### config.mk
export PLATFORM = sky130hd
export DESIGN_NAME = cc_cond
export DESIGN_NICKNAME = d
export VERILOG_FILES = /design/src/rtl/cc_cond_pkg.sv /design/src/rtl/cc_cond_eval.sv /design/src/rtl/cc_cond.sv
export SDC_FILE = /design/constraint.sdc
export NUM_CORES = 1
export LEC_CHECK = 0
export ABC_CLOCK_PERIOD_IN_PS = 2100
export BUFFER_PORTS_ARGS = -buffer_cell sky130_fd_sc_hd__buf_2
export CAP_MARGIN = 20
export CORE_MARGIN = 2
export CORE_UTILIZATION = 25
export DETAILED_ROUTE_END_ITERATION = 12
export HOLD_SLACK_MARGIN = 0.08
export PLACE_DENSITY = 0.44
export SLEW_MARGIN = 5
export SYNTH_ARGS = -nofsm -noshare
export SYNTH_HDL_FRONTEND = slang
export SYNTH_SLANG_ARGS = --single-unit
### constraint.sdc
create_clock -name clk -period 2.1 [get_ports clk]
set_input_delay 0.105 -clock clk [delete_from_list [all_inputs] [get_ports clk]]
set_output_delay 0.105 -clock clk [all_outputs]
set_load 0.05 [all_outputs]
### src/rtl/cc_cond_pkg.sv
// Shared Y86-64 definitions: instruction codes, status codes, condition
// function codes and flag bit positions used by the CC register and the ALU.
package cc_cond_pkg;

   localparam logic [3:0] ICODE_IRRMOVQ = 4'd2;
   localparam logic [3:0] ICODE_OPQ     = 4'd6;
   localparam logic [3:0] ICODE_JXX     = 4'd7;

   localparam logic [2:0] STAT_AOK = 3'd1;
   localparam logic [2:0] STAT_HLT = 3'd2;
   localparam logic [2:0] STAT_ADR = 3'd3;
   localparam logic [2:0] STAT_INS = 4'd4;

   localparam logic [3:0] C_ALWAYS = 4'd0;
   localparam logic [3:0] C_LE     = 4'd1;
   localparam logic [3:0] C_L      = 4'd2;
   localparam logic [3:0] C_E      = 4'd3;
   localparam logic [3:0] C_NE     = 4'd4;
   localparam logic [3:0] C_GE     = 4'd5;
   localparam logic [3:0] C_G      = 4'd6;

   // Flag vector layout is {ZF,SF,OF}
   localparam int CC_ZF = 2;
   localparam int CC_SF = 1;
   localparam int CC_OF = 0;

   typedef enum logic {
      ST_RUN    = 1'b0,
      ST_FROZEN = 1'b1
   } cc_state_e;

endpackage

### src/rtl/cc_cond_eval.sv
// Combinational jXX/cmovXX condition evaluator over the stored flags.
module cc_cond_eval
   import cc_cond_pkg::*;
(
   input  logic [3:0] icode_i,
   input  logic [3:0] ifun_i,
   input  logic [2:0] cc_i,
   output logic       cnd_o
);

   logic zf;
   logic xo;
   logic raw;

   assign zf = cc_i[CC_ZF];
   assign xo = cc_i[CC_SF] ^ cc_i[CC_OF];

   always_comb begin
      raw = 1'b0;
      unique case (ifun_i)
         C_ALWAYS: raw = 1'b1;
         C_LE:     raw = xo | zf;
         C_L:      raw = xo;
         C_E:      raw = zf;
         C_NE:     raw = ~zf;
         C_GE:     raw = ~xo;
         C_G:      raw = ~xo & ~zf;
         default:  raw = 1'b0;
      endcase
   end

   // Only branches and conditional moves consume a condition
   assign cnd_o = ((icode_i == ICODE_JXX) || (icode_i == ICODE_IRRMOVQ)) ? raw : 1'b0;

endmodule

### src/rtl/cc_cond.sv
// Condition-code register: captures ALU flags on committed OPq, freezes on the
// first bad status, and evaluates the branch/move condition from stored flags.
module cc_cond
   import cc_cond_pkg::*;
#(
   parameter logic [2:0] CC_RESET = 3'b100,
   parameter int         CNT_W    = 16
) (
   input  logic             clk,
   input  logic             rst,
   input  logic [3:0]       icode,
   input  logic [3:0]       ifun,
   input  logic [2:0]       new_cc,
   input  logic [2:0]       stat_in,
   input  logic             stall,
   output logic [2:0]       cc,
   output logic             cnd,
   output logic             halted,
   output logic [CNT_W-1:0] upd_cnt
);

   cc_state_e        state_q, state_d;
   logic [2:0]       cc_q, cc_d;
   logic [CNT_W-1:0] cnt_q, cnt_d;

   always_ff @(posedge clk or posedge rst) begin
      if (rst) begin
         state_q <= ST_RUN;
         cc_q    <= CC_RESET;
         cnt_q   <= '0;
      end else begin
         state_q <= state_d;
         cc_q    <= cc_d;
         cnt_q   <= cnt_d;
      end
   end

   // A bad status wins over a flag write even when the icode is OPq
   always_comb begin
      state_d = state_q;
      cc_d    = cc_q;
      cnt_d   = cnt_q;
      if (!stall) begin
         unique case (state_q)
            ST_RUN: begin
               if (stat_in != STAT_AOK) begin
                  state_d = ST_FROZEN;
               end else if (icode == ICODE_OPQ) begin
                  cc_d = new_cc;
                  if (cnt_q != '1) begin
                     cnt_d = cnt_q + CNT_W'(1);
                  end
               end
            end
            ST_FROZEN: begin
               state_d = ST_FROZEN;
            end
            default: state_d = ST_RUN;
         endcase
      end
   end

   cc_cond_eval u_eval (
      .icode_i (icode),
      .ifun_i  (ifun),
      .cc_i    (cc_q),
      .cnd_o   (cnd)
   );

   assign cc      = cc_q;
   assign halted  = (state_q == ST_FROZEN);
   assign upd_cnt = cnt_q;

endmodule

==> metrics.md, run 1 <==
| Metric | Value |
|---|---|
| CP required | `2250 ps` |
| Drt first-iter violations | `36` |
| Total global routing overflow | `0` |
| Std-Cell Rows | `23` |
| Num CTS Buffers | `3` |
| Worst Max-Slew Pin Slew | `777 ps` |
| Seq/Total Area, Yosys | `0.475` |
| Synthesis-to-finish area growth | `32.5%` |
| Post-CTS Resized | `0` |
| Core Area | `4030 µm²` |
| Minimum clock period after layout | `1840 ps` |
| Post-synthesis compound-gate area fraction | `0.0616` |
| # DRC | `0` |
| Die area | `4760 µm²` |
| RSZ-0062 raised after global routing | `false` |
| Post-Route Skew | `3.13 ps` |
| Delay-heaviest family, CP | `simple AND/OR/NAND/NOR gates` |
| Crit-path slowest cell | `dfrtp_1` |
| Max clock buf depth | `2` |
| DR vias/cell | `4.66` |
| GR Util All Layers | `0.112` |
| Clk slew on worst S/H paths | `80 ps` |
| Post-CTS Repair Setup Buffers | `0` |
| Final Slew Violations | `0` |
| Final Net Count | `154` |
| Mux cell area share after synthesis | `0.0770` |
| Reg area | `502 µm²` |
| Starting Density | `0.262` |
| Die width | `69.0 µm` |
| Core Util, Final | `0.347` |
| Clock latency on the worst-skew pair | `260 ps` |
| Crit-path max FO | `6` |
| WP data arrival | `1990 ps` |
| Initial antenna violation count | `0` |
| Via Count | `863` |
| Most common cell after layout, fill and taps aside | `buf_2` |
| Final clock period utilization by the worst path | `0.877` |
| CP cell instances | `ha_1 > nand4_1 > nor4_4 > nor2_2 > mux2_1` |
| WP buf/inv | `0` |
| Placed cell areas | `1300 µm²` |
| PD cells | `519 nW/µm²` |
| Final instance area | `1400 µm²` |
| CP Capture Type | `flop` |
| Post-synth net total | `108` |
| CP Class | `reg -> reg` |
| Synth unique cells | `34` |
| XOR/XNOR Fraction of Synth Area | `0.108` |
| Post-synthesis simple-gate area fraction | `0.252` |
| Placer Congestion | `0.754` |
| Die Y | `69.0 µm` |
| Vias in the first global route | `836` |
| Crit path largest cell delay | `440 ps` |
| Seq cells post-synth | `20` |
| CTS tree | `built` |
| First-pass GRT wire length | `3910 µm` |
| HP Class | `in -> reg` |
| Total negative setup slack | `0 ps` |
| Post-route antenna net violation count | `0` |
| Largest family of logic cells by synthesized area | `simple AND/OR/NAND/NOR gates` |
| Fmax | `543 MHz` |
| Syn Inst Count | `90` |
| Worst setup SP type | `flop` |
| I/O Buffers | `37` |
| Final hold vios | `0` |
| Finish-stage setup viols | `0` |
| Layout cells sized above 1 | `0.415` |
| First-pass iteration count of the detailed router | `4` |
| Filler Cells Inserted | `438` |
| Mean Syn Cell Area | `11.7 µm²` |
| Clock Sink Count | `20` |
| Relative slew slack | `0.481` |
| H-Tree Level Count | `1` |
| DP Wirelength | `1810 µm` |
| Post-Synth Adder-Cell Area | `0.0118` |
| Synth Warn # | `0` |
| Status | `completed` |
| Wirelength per Cell | `12.8 µm` |
| Largest net degree at the start of global routing | `21` |
| Leak pwr | `0.714 nW` |
| Final wirelength | `2370 µm` |
| I/O pin count | `38` |
| Area of the multi-input gates | `539 µm²` |
| Most frequent cells in the layout | `buf_2 (37), dfrtp_1 (19), xnor2_1 (9), nand3_1 (8), nand4_1 (7)` |
| Mapped cell area | `1060 µm²` |
| # diodes | `0` |
| Peak supply drop | `0.252 mV` |
| R2R Setup Slk | `260 ps` |
| Max-cap viol count | `0` |
| Root buffer cell | `clkbuf_8` |
## cells by family (layout without fill, tap and decap cells)
kind of cell    count (synthesis)  in the layout
compound gates                 10             10
xor+xnor                       13             13
fa+ha+maj                       1              1
buf+inv                         4             49
flops                          20             20
mux                             7              7
simple gates                   35             35
## cell usage after synthesis, drive strengths merged
cell / instances / area share
nand4: 7 / 0.041
dfstp: 1 / 0.025
ha: 1 / 0.012
nor3: 2 / 0.020
nand2: 3 / 0.011
mux2: 6 / 0.068
o21bai: 1 / 0.0071
inv: 4 / 0.014
nor3b: 1 / 0.012
o21ai: 3 / 0.014
nor2b: 1 / 0.0059
o211ai: 1 / 0.0071
and3: 3 / 0.019
nand4b: 1 / 0.023
nor2: 5 / 0.023
nor4: 1 / 0.020
nand3: 9 / 0.047
o21a: 1 / 0.0071
nor4b: 2 / 0.031
xnor2: 9 / 0.075
mux2i: 1 / 0.0095
dfrtp: 19 / 0.45
a31oi: 1 / 0.0059
a21oi: 1 / 0.0047
xor2: 4 / 0.033
a21boi: 1 / 0.0071
o311ai: 1 / 0.0083
## where the power goes
part / switching [mW] / total, mW / internal, mW / leakage [nW]
logic: 0.0238 / 0.0459 / 0.0221 / 0.415
clock network: 0.128 / 0.294 / 0.167 / 0.0288
registers: 0.000727 / 0.386 / 0.386 / 0.271
## routing by layer
layer / part of all wire / vias up / GRT usage
li1: - / 421 / -
met1: 0.45 / 422 / 0.137
met2: 0.51 / 16 / 0.192
met3: 0.036 / 4 / 0.0292
met4: 0.010 / 0 / 0.0368
met5: 0 / - / 0
## worst reg2reg max path, stage by stage, from the launching register on
cell,delay [ps]
dfrtp_1,440
ha_1,270
nand4_1,170
nor4_4,390
nor2_2,140
mux2_1,320
## per-stage QoR
step           total power, mW  instances  worst slack, ps  hold slack, ps
2_1_floorplan            0.411         90             19.1            68.1
3_3_place_gp             0.434        177              357             292
3_5_place_dp             0.435        177              266             294
4_1_cts                  0.736        184              246            85.2
5_1_grt                  0.760        185              137            83.3
6_report                 0.727        185              258            93.6
## final timing paths
kind,start,to,depth (start not counted)
max,upd_cnt[0]$_DFFE_PP0P_,upd_cnt[1]$_DFFE_PP0P_,5
min,new_cc[0],cc[0]$_DFFE_PP0P_,2
max reg2reg,upd_cnt[0]$_DFFE_PP0P_,upd_cnt[1]$_DFFE_PP0P_,5
min reg2reg,upd_cnt[13]$_DFFE_PP0P_,upd_cnt[13]$_DFFE_PP0P_,1
max in group asynchronous,rst,upd_cnt[10]$_DFFE_PP0P_,3
min in group asynchronous,rst,cc[0]$_DFFE_PP0P_,3
## final cells by class
type	instances	area share
inverter	4	0.0107
sequential	20	0.359
tap	50	0.0447
clock buffer	4	0.0394
multi-input combinational	66	0.386
timing repair buffer	41	0.161
## timing repair
item / CTS / global route
setup endpoints to repair: 0 / 0
endpoints found under the hold margin: 21 / 1
hold buffers: 3 / 1
## sequential cells by signal (all words and copies together), names as in the netlist
register / count
halted: 1
upd_cnt: 16
cc: 3
Power figures use the tool's default switching activity.
==> run 2: changes to the inputs <==
- CORE_UTILIZATION: 25 -> 48
- PLACE_DENSITY: 0.44 -> 0.76
==> run 2 against run 1 <==
Against the previous run: routed wire length down 7.5%; clock power down 36%; critical path depth unchanged; clock-buffer cell count unchanged; setup slack better by 8.1 ps; design area down 2.7%; sequential power about the same; via count up 1.6%; cell count down 11%; combinational power up 4%; fmax up 0.44%.
==> metrics.md, run 2 (synthesis results as in run 1) <==
| Metric | Value |
|---|---|
| Area of the multi-input gates | `539 µm²` |
| Placer Congestion | `0.768` |
| Status | `completed` |
| Total global routing overflow | `0` |
| Clk slew on worst S/H paths | `100 ps` |
| Final Net Count | `156` |
| Synthesis-to-finish area growth | `28.9%` |
| Crit-path max FO | `6` |
| Drt first-iter violations | `16` |
| CP Class | `reg -> reg` |
| Core Area | `2020 µm²` |
| CP required | `2290 ps` |
| CTS tree | `built` |
| DP Wirelength | `1600 µm` |
| Post-route antenna net violation count | `0` |
| Peak supply drop | `0.506 mV` |
| Total power | `623 µW` |
| Placed cell areas | `1270 µm²` |
| # hold bufs at CTS | `6` |
| Worst setup margin | `266 ps` |
| Minimum clock period after layout | `1830 ps` |
| Die area | `2590 µm²` |
| Std-Cell Rows | `16` |
| PD cells | `458 nW/µm²` |
| Die Y | `50.9 µm` |
| Setup WS pre-CTS | `285 ps` |
| Final instance area | `1360 µm²` |
| Clock latency on the worst-skew pair | `300 ps` |
| Initial antenna violation count | `0` |
| Total negative setup slack | `0 ps` |
| Fmax | `545 MHz` |
| Leak pwr | `0.706 nW` |
| Clock Sink Count | `20` |
| Final hold vios | `0` |
| Root buffer cell | `clkbuf_4` |
| Largest net degree at the start of global routing | `21` |
| Post-CTS Resized | `0` |
| Max clock buf depth | `2` |
| Via Count | `877` |
| GR Util All Layers | `0.200` |
| Filler Cells Inserted | `175` |
| Die width | `50.9 µm` |
| Starting Density | `0.522` |
| Num CTS Buffers | `3` |
| I/O Buffers | `37` |
| # DRC | `0` |
| First-pass iteration count of the detailed router | `4` |
| Most frequent cells in the layout | `buf_2 (37), dfrtp_1 (19), xnor2_1 (9), nand3_1 (8), nand4_1 (7)` |
| DR vias/cell | `5.35` |
| Worst Max-Slew Pin Slew | `746 ps` |
| Worst setup SP type | `flop` |
| # diodes | `0` |
| H-Tree Level Count | `1` |
| Reg area | `502 µm²` |
| CP Capture Type | `flop` |
| Max FFs per register | `16` |
| Final wirelength | `2190 µm` |
| Layout cells sized above 1 | `0.401` |
| Final clock period utilization by the worst path | `0.873` |
| Post-CTS Repair Setup Buffers | `0` |
| Post-Route Skew | `10.3 ps` |
| Max-cap viol count | `0` |
| RSZ-0062 raised after global routing | `false` |
| I/O pin count | `38` |
| Most common cell after layout, fill and taps aside | `buf_2` |
| WP data arrival | `2020 ps` |
| Relative slew slack | `0.502` |
| Vias in the first global route | `869` |
| Wirelength per Cell | `13.4 µm` |
| Final Slew Violations | `0` |
| HP Class | `in -> reg` |
| First-pass GRT wire length | `3860 µm` |
| Finish-stage setup viols | `0` |
-- run 2: stage by stage --
step,hold slack (ps),std cells,utilization
2_1_floorplan,68.1,90,-
3_3_place_gp,264,154,0.631
3_5_place_dp,271,154,0.631
4_1_cts,269,164,0.673
5_1_grt,295,164,0.673
6_report,278,164,0.673
-- run 2: final timing paths --
kind | startpoint | end | slack, ps | depth (start not counted)
worst max-delay path | upd_cnt[0]$_DFFE_PP0P_ | upd_cnt[1]$_DFFE_PP0P_ | 270 | 5
worst min-delay path | icode[3] | cc[2]$_DFFE_PP1P_ | 280 | 3
worst max register to register | upd_cnt[0]$_DFFE_PP0P_ | upd_cnt[1]$_DFFE_PP0P_ | 270 | 5
worst min register to register | upd_cnt[15]$_DFFE_PP0P_ | upd_cnt[15]$_DFFE_PP0P_ | 520 | 1
max in group asynchronous | rst | upd_cnt[7]$_DFFE_PP0P_ | 1170 | 3
min in group asynchronous | rst | upd_cnt[2]$_DFFE_PP0P_ | 460 | 3
-- run 2: per-layer routing --
metal,part of all wire,wire length (µm),up-vias,track usage
li1,-,-,424,-
met2,0.52,1140,25,0.361
met3,0.050,109,4,0.0556
met1,0.42,928,424,0.229
met4,0.0082,18,0,0.0541
met5,0,0,-,0
-- run 2: power breakdown --
group	switching, mW	leakage [nW]	total (mW)	internal (mW)
sequential	0.000663	0.271	0.386	0.386
clock	0.115	0.0150	0.189	0.0741
combinational	0.0244	0.420	0.0476	0.0233
-- run 2: critical path, cell delays in order, from the launching register on --
cell and delay [ps]:
dfrtp_1 440, ha_1 270, nand4_1 170, nor4_4 390
nor2_2 140, mux2_1 320
-- run 2: area by class of cell --
class | instances | area share
multi-input combinational | 66 | 0.396
sequential | 20 | 0.369
clock buffer | 4 | 0.0193
timing repair buffer | 43 | 0.180
inverter | 4 | 0.0110
tap | 27 | 0.0248
